## src/rtl/pulse_train_gen.sv

```systemverilog
// pulse_train_gen: programmable pulse train (delay, width, period, count/continuous) with abort, retrigger and status.
module pulse_train_gen #(
   parameter int CNT_W     = 32,
   parameter int NUM_W     = 16,
   parameter bit IDLE_LVL  = 1'b0,
   parameter bit RETRIGGER = 1'b0
) (
   input  logic             clk,
   input  logic             rst_n,
   input  logic             start,
   input  logic             stop,
   input  logic [CNT_W-1:0] delay_in,
   input  logic [CNT_W-1:0] width_in,
   input  logic [CNT_W-1:0] period_in,
   input  logic [NUM_W-1:0] count_in,
   output logic             pulse_out,
   output logic             busy_out,
   output logic             done_out,
   output logic             cfg_err_out,
   output logic [NUM_W-1:0] pulse_num_out
);
   localparam logic [1:0] IDLE = 2'd0, DELAY = 2'd1, HIGH = 2'd2, LOW = 2'd3;
   localparam logic [CNT_W-1:0] ONE = CNT_W'(1);
   logic [1:0]       state;
   logic             launch;
   logic [CNT_W-1:0] delay_q, width_q, period_q, cnt, low_len;
   logic [NUM_W-1:0] count_q;
   logic             allowed, accept, reject, last;
   always_comb begin
      allowed = RETRIGGER || (state == IDLE && !launch);
      accept  = start && !stop && allowed && width_in != '0;
      reject  = start && !stop && allowed && width_in == '0;
      last    = count_q != '0 && pulse_num_out == count_q;
      low_len = ({1'b0, period_q} > {1'b0, width_q}) ? period_q - width_q : ONE;
   end
   // an accepted start only latches config; the train launches on the following edge
   always_ff @(posedge clk or negedge rst_n) begin
      if (!rst_n) begin
         state         <= IDLE;
         launch        <= 1'b0;
         cnt           <= '0;
         delay_q       <= '0;
         width_q       <= '0;
         period_q      <= '0;
         count_q       <= '0;
         pulse_out     <= IDLE_LVL;
         busy_out      <= 1'b0;
         done_out      <= 1'b0;
         cfg_err_out   <= 1'b0;
         pulse_num_out <= '0;
      end else begin
         done_out    <= 1'b0;
         cfg_err_out <= reject;
         launch      <= accept;
         if (accept) begin
            delay_q  <= delay_in;
            width_q  <= width_in;
            period_q <= period_in;
            count_q  <= count_in;
         end
         if (stop && (state != IDLE || launch)) begin
            state     <= IDLE;
            pulse_out <= IDLE_LVL;
            busy_out  <= 1'b0;
         end else if (launch) begin
            busy_out      <= 1'b1;
            state         <= (delay_q == '0) ? HIGH : DELAY;
            cnt           <= (delay_q == '0) ? width_q : delay_q;
            pulse_out     <= (delay_q == '0) ? ~IDLE_LVL : IDLE_LVL;
            pulse_num_out <= (delay_q == '0) ? NUM_W'(1) : '0;
         end else if (state == HIGH) begin
            if (cnt == ONE) begin
               pulse_out <= IDLE_LVL;
               state     <= last ? IDLE : LOW;
               busy_out  <= !last;
               done_out  <= last;
               cnt       <= low_len;
            end else begin
               cnt <= cnt - ONE;
            end
         end else if (state != IDLE) begin
            if (cnt == ONE) begin
               state         <= HIGH;
               cnt           <= width_q;
               pulse_out     <= ~IDLE_LVL;
               pulse_num_out <= pulse_num_out + NUM_W'(1);
            end else begin
               cnt <= cnt - ONE;
            end
         end
      end
   end
endmodule
```

## config.mk

```make
export PLATFORM = sky130hd
export DESIGN_NAME = pulse_train_gen
export DESIGN_NICKNAME = d
export VERILOG_FILES = /design/src/rtl/pulse_train_gen.sv
export SDC_FILE = /design/constraint.sdc
export NUM_CORES = 1
export LEC_CHECK = 0
export ABC_AREA = 1
export CORE_ASPECT_RATIO = 0.9
export CORE_MARGIN = 2
export CORE_UTILIZATION = 41
export DETAILED_ROUTE_END_ITERATION = 12
export PLACE_DENSITY = 0.72
export RECOVER_POWER = 25
export SETUP_SLACK_MARGIN = 0.2
export SLEW_MARGIN = 0
export SYNTH_ARGS = -nofsm -noshare
export SYNTH_HDL_FRONTEND = slang
export SYNTH_SLANG_ARGS = --single-unit
```

## constraint.sdc

```tcl
create_clock -name clk -period 2.3 [get_ports clk]
set_clock_uncertainty 0.2 [all_clocks]
set_input_delay 0.23 -clock clk [delete_from_list [all_inputs] [get_ports clk]]
set_output_delay 0.23 -clock clk [all_outputs]
set_load 0.05 [all_outputs]
```

# Word-level counts from Yosys, hierarchy flattened
# Index checks and enable logic that the tools add are counted.
# totals
out_inout_bits,20
reg_bits,167
inputBits,116
wordCells,83
# classes
n_reduce_logical,27
bitwise_logic,1
n_eq_ne,4
order_cmp,1
muxes,35
n_addsub,3
# op_table
operator,count
32-bit 2-to-1 mux,7
32-bit logical NOT,2
16-bit 2-to-1 mux,4
"32-bit by 1-bit equality test with 1-bit output, second input constant",1
32-bit greater-than comparator,1
32-bit nonzero test,1
"32-bit by 1-bit subtractor with 32-bit output, second input constant",1
32-bit subtractor,1
"16-bit by 1-bit adder with 16-bit output, second input constant",1
16-bit equality test,1
1-bit 2-to-1 mux,16
2-bit 2-to-1 mux,8
16-bit nonzero test,1
3-bit nonzero test,3
1-bit logical AND,7
2-bit AND reduction,3
2-bit nonzero test,3
4-bit AND reduction,1
4-bit nonzero test,1
1-bit logical NOT,3
"2-bit equality test, second input constant",1
2-bit logical NOT,1
"2-bit != test, second input constant",1
1-bit logical OR,1
1-bit inverter,1

# Depth between registers and ports, before layout
# depth
ltp_word,7
depth_mapped,18
mapped_depth_nobuf,18

# Worst setup path after synthesis
# No wires, ideal clock.
# synth_path
kind,flip-flop to flip-flop
start,register width_q[0]
end,register cnt[12]
path_stages_with_launch,18
synth_period_minus_slack_ns,2.475
t_arrival_ns,2.211
required_ns,2.036
setup_time_ns,0.064
path_slack_ns,-0.175
path_buffers,0
path_cell_list,dfrtp_1 -> ha_1 -> fa_1 -> inv_1 -> nand2_1 -> nand2_1 -> nand3_1 -> nand2_1 -> nand2_1 -> nand2_2 -> nand2_1 -> nand2_1 -> nand3_1 -> nor2_4 -> nand2_1 -> nand3b_1 -> o21ai_0 -> inv_1
# synth_via
elab_chain_cells,5
word_cells_on_any_way,6
cone_classes,add/sub: 1; order compare: 1; mux: 4
# synth_rtl
element,line,source
from (decl),26,"logic [CNT_W-1:0] delay_q, width_q, period_q, cnt, low_len;"
from (signal assigned),57,width_q <= width_in;
32-bit subtractor / 32-bit greater-than comparator (equally long branches),34,"low_len = ({1'b0, period_q} > {1'b0, width_q}) ? period_q - width_q : ONE;"
32-bit 2-to-1 mux (*),34,
32-bit 2-to-1 mux (*),72,if (cnt == ONE) begin
32-bit 2-to-1 mux (*),71,end else if (state == HIGH) begin
32-bit 2-to-1 mux (*),65,end else if (launch) begin
to (signal assigned),68,cnt <= (delay_q == '0) ? width_q : delay_q;
to (signal assigned),77,cnt <= low_len;
to (signal assigned),79,cnt <= cnt - ONE;
to (decl),26,
# Mark *: on every way between the ends. The rest lies on a longest branch, timed or not.
# A chain may end at the register's enable or synchronous reset.

# Worst setup path after layout
# layout_path
start,register width_q[0]
end,register cnt[27]
# The elaborated chain is that of the path after synthesis.

==> flow_metrics.tcl <==
set metrics [dict create \
    outcome "finished, violations left" \
    failed_checks "hold timing, setup timing" \
    path_max_fanout 5 \
    wl_per_cell_um 17.7 \
    ys_seq_elements 167 \
    dpl.hpwl_um 31300 \
    antenna_found_initial 0 \
    numPortBuffers 135 \
    postSynthCellCount 1685 \
    cts_tree "yes" \
    synth_warnings 0 \
    hold_class "in2reg" \
    placed_area_um2 15400 \
    synthFlopType "dfrtp_1" \
    drc 0 \
    drive_gt1_share_pct 26.4 \
    hold-worst-slack_ns -0.0427 \
    drv_slew 0 \
    htreeDepth 4 \
    clkPwrFrac_pct 12.6 \
    path_cells "ha_4 > fa_2 > inv_2 > nand2_2 > nand2_2 > nand3_2 > nand2_2 > nand2_2 > nand2_2 > nand2_2 > nand2_4 > buf_4 > nand3_4 > o21ai_1 > nand2_1 > a21oi_2" \
    multi_input_area_um2 6950 \
    syn_nets 1837 \
    startpoint_type "flip-flop" \
    vias 13300 \
    wl_met2_um 20900 \
    rows 57 \
    drt_iter0_drc 1210 \
    final-setup-viol-count 32 \
    reg2reg_slack_ns -0.32 \
    final-hold-violation-count 14 \
    cts_made_buffers 17 \
    rsz0062_at_grt "true" \
    clk_latency_ns 0.46 \
    cts.sinks 167 \
    gr-total-overflow 0 \
    initial_core_util_pct 41.8 \
    routed_wl_um 44900 \
    fmax_ghz 0.382 \
    synth_common_cells "569 x nand2_1, 210 x inv_1, 180 x nor2_1" \
    layout.nets 2321 \
    end_kind "flip-flop" \
    yosysUniqueCellTypes 43 \
    p_leak_uw 0.00898 \
    die_y_um 162 \
    topRoutingLayerUsed "met5" \
    viasPerCell 5.26 \
    grt_usage_pct 28.8 \
    switching_share_pct 46.6 \
    synth_edf_count 0 \
    wl_met3_um 2970 \
    ios 136 \
    pwr-share-seq_pct 21.6 \
    max-slew-margin-rel_pct 40.5 \
    synth_top_area_share_pct 36.9 \
    critPathMaxStageDelay_ns 0.41 \
    worstMarginPinSlew_ns 0.893 \
    syn_area_per_cell_um2 6.72 \
    critical_path_class "reg2reg" \
    areaGrowthSynthToFinish_pct 56.2 \
    p_per_area_nw_per_um2 1330 \
    critPathSlowestCell "dfrtp_1" \
    synth_seq_area_share_pct 36.9 \
    dieWidth_um 179 \
    grt_pass1_vias 12400 \
    root_buffer "clkbuf_16" \
    intPower_uw 12500 \
    fin_crit_sh_pct 114 \
    layout_min_cycle_time_ns 2.62 \
    synth_top_cell_by_area "dfrtp_1" \
    synth.most_common_cell "nand2_1" \
    fin_ws_ns -0.317 \
    fin_area_um2 17700 \
    cts_buffer_depth 2 \
    die_area_um2 28900 \
    n_fill_cell 2277 \
    path_clk_slew_ns 0.07 \
    cp_common_cell "nand2_2" \
    seq_area_um2 4180 \
    drt.antenna.violating_nets 0 \
    routedLengthMet1_um 19000 \
    irDropWorstVdd_uv 718 \
    async_flop_share_pct 100 \
    first_pass_iters 5 \
    combPwrFrac_pct 65.8 \
    routabilityCongestion 0.951 \
    power.switching_uw 11000 \
    antenna_cells 0 \
    cap_viol_max_count 0 \
    cp_data_required_time_ns 2.48 \
    core_um2 27100 \
    syn_area_um2 11300 \
    grt_max_degree 57 \
    grt_pass1_wl_um 64400 \
    synthTopCellsByArea "dfrtp_1 37%, nand2_1 19%, inv_1 7.0%" \
    cp_data_arrival_time_ns 2.80 \
]
## worst paths after layout
kind | startpoint | endpoint | cells past startpoint
setup / recovery | width_q[0] | cnt[27] | 16
max in group asynchronous | rst_n | cnt[28] | 3
hold / removal | width_in[16] | width_q[16] | 4
min in group asynchronous | rst_n | period_q[4] | 2
setup reg to reg | width_q[0] | cnt[27] | 16
hold reg to reg | period_q[25] | period_q[25] | 2
## cells in the final DEF, fill, tap and decap left out, drive strengths merged, types with 5 or more instances in the layout
master / count
a21oi: 82
a22oi: 7
a31oi: 9
buf: 342
clkbuf: 29
clkdlybuf4s50: 84
clkinv: 8
clkinvlp: 5
dfrtp: 167
dlygate4sd2: 16
dlygate4sd3: 16
dlymetal6s2s: 34
ha: 35
inv: 216
nand2: 572
nand3: 68
nand3b: 10
nand4: 28
nor2: 192
nor3: 13
nor4: 19
o21ai: 138
o22ai: 7
o31ai: 8
or2: 5
xnor2: 22
xor2: 33
## cell families after synthesis
group / after synthesis / synth area share [%]
and+or+nand+nor: 907 / 33.4
adders and majority gates: 36 / 4.05
AOI/OAI and AO/OA: 262 / 12.5
xor gates and xnor gates: 55 / 4.26
buffers and inverters: 258 / 8.83
DFF: 167 / 36.9
## power groups by stage
stage | clock network [µW] | registers, µW | logic, µW
finish | 2950 | 5080 | 15500
global placement | 0 | 4970 | 13200
floorplan | 0 | 5090 | 6910
global route | 3080 | 5200 | 16900
CTS | 2980 | 5000 | 14200
detailed placement | 0 | 5000 | 13400
## per-layer routing
layer	vias up	global-route usage, %
met3	135	4.12
met5	-	0
met2	583	47.7
met4	3	11.0
met1	6234	38.1
li1	6378	-
## cell type report
type	instances	share of cell area [%]
clock inverter	13	0.842
tap	354	2.51
multi-input combinational	1262	39.3
timing repair buffer	503	26.2
clock buffer	18	2.43
timing repair inverter	2	0.156
inverter	216	4.83
sequential	167	23.6
## metrics by stage
step	std cells	utilization, %	total power (µW)	setup TNS (ns)	setup WS [ns]
after global placement	2448	56.8	18200	-45.12	-0.381
after detailed placement	2448	56.8	18400	-51.03	-0.421
final	2535	65.2	23500	-7.02	-0.317
after CTS	2495	61.2	22200	-5.69	-0.250
after floorplan	1685	-	12000	-0.142	-0.0283
after global routing	2535	65.2	25200	-14.60	-0.388
## registers in the layout, indices dropped and copies added, names as in the netlist
register and count:
cnt 32, delay_q 32, period_q 32, width_q 32, count_q 16, pulse_num_out 16, state 2, busy_out 1
cfg_err_out 1, done_out 1, launch 1, pulse_out 1
## critical path, delay by kind of cell (launching register included)
kind            cells  cell delay [ns]
simple gates       10             0.86
fa+ha+maj           2             0.53
flops               1             0.41
compound gates      2             0.32
buf+inv             2             0.21
## repair_timing
| item | in CTS | in global routing |
|---|---|---|
| hold endpoints to repair | 167 | 15 |
| pin swaps | 33 | 59 |
| hold buffers | 1 | 15 |
| buffers inserted | 11 | 13 |
| endpoints found under the setup margin | 181 | 166 |
| gates cloned | 4 | 12 |
| gates resized for setup | 143 | 182 |
Note: power is estimated with default switching activity, not from simulation.
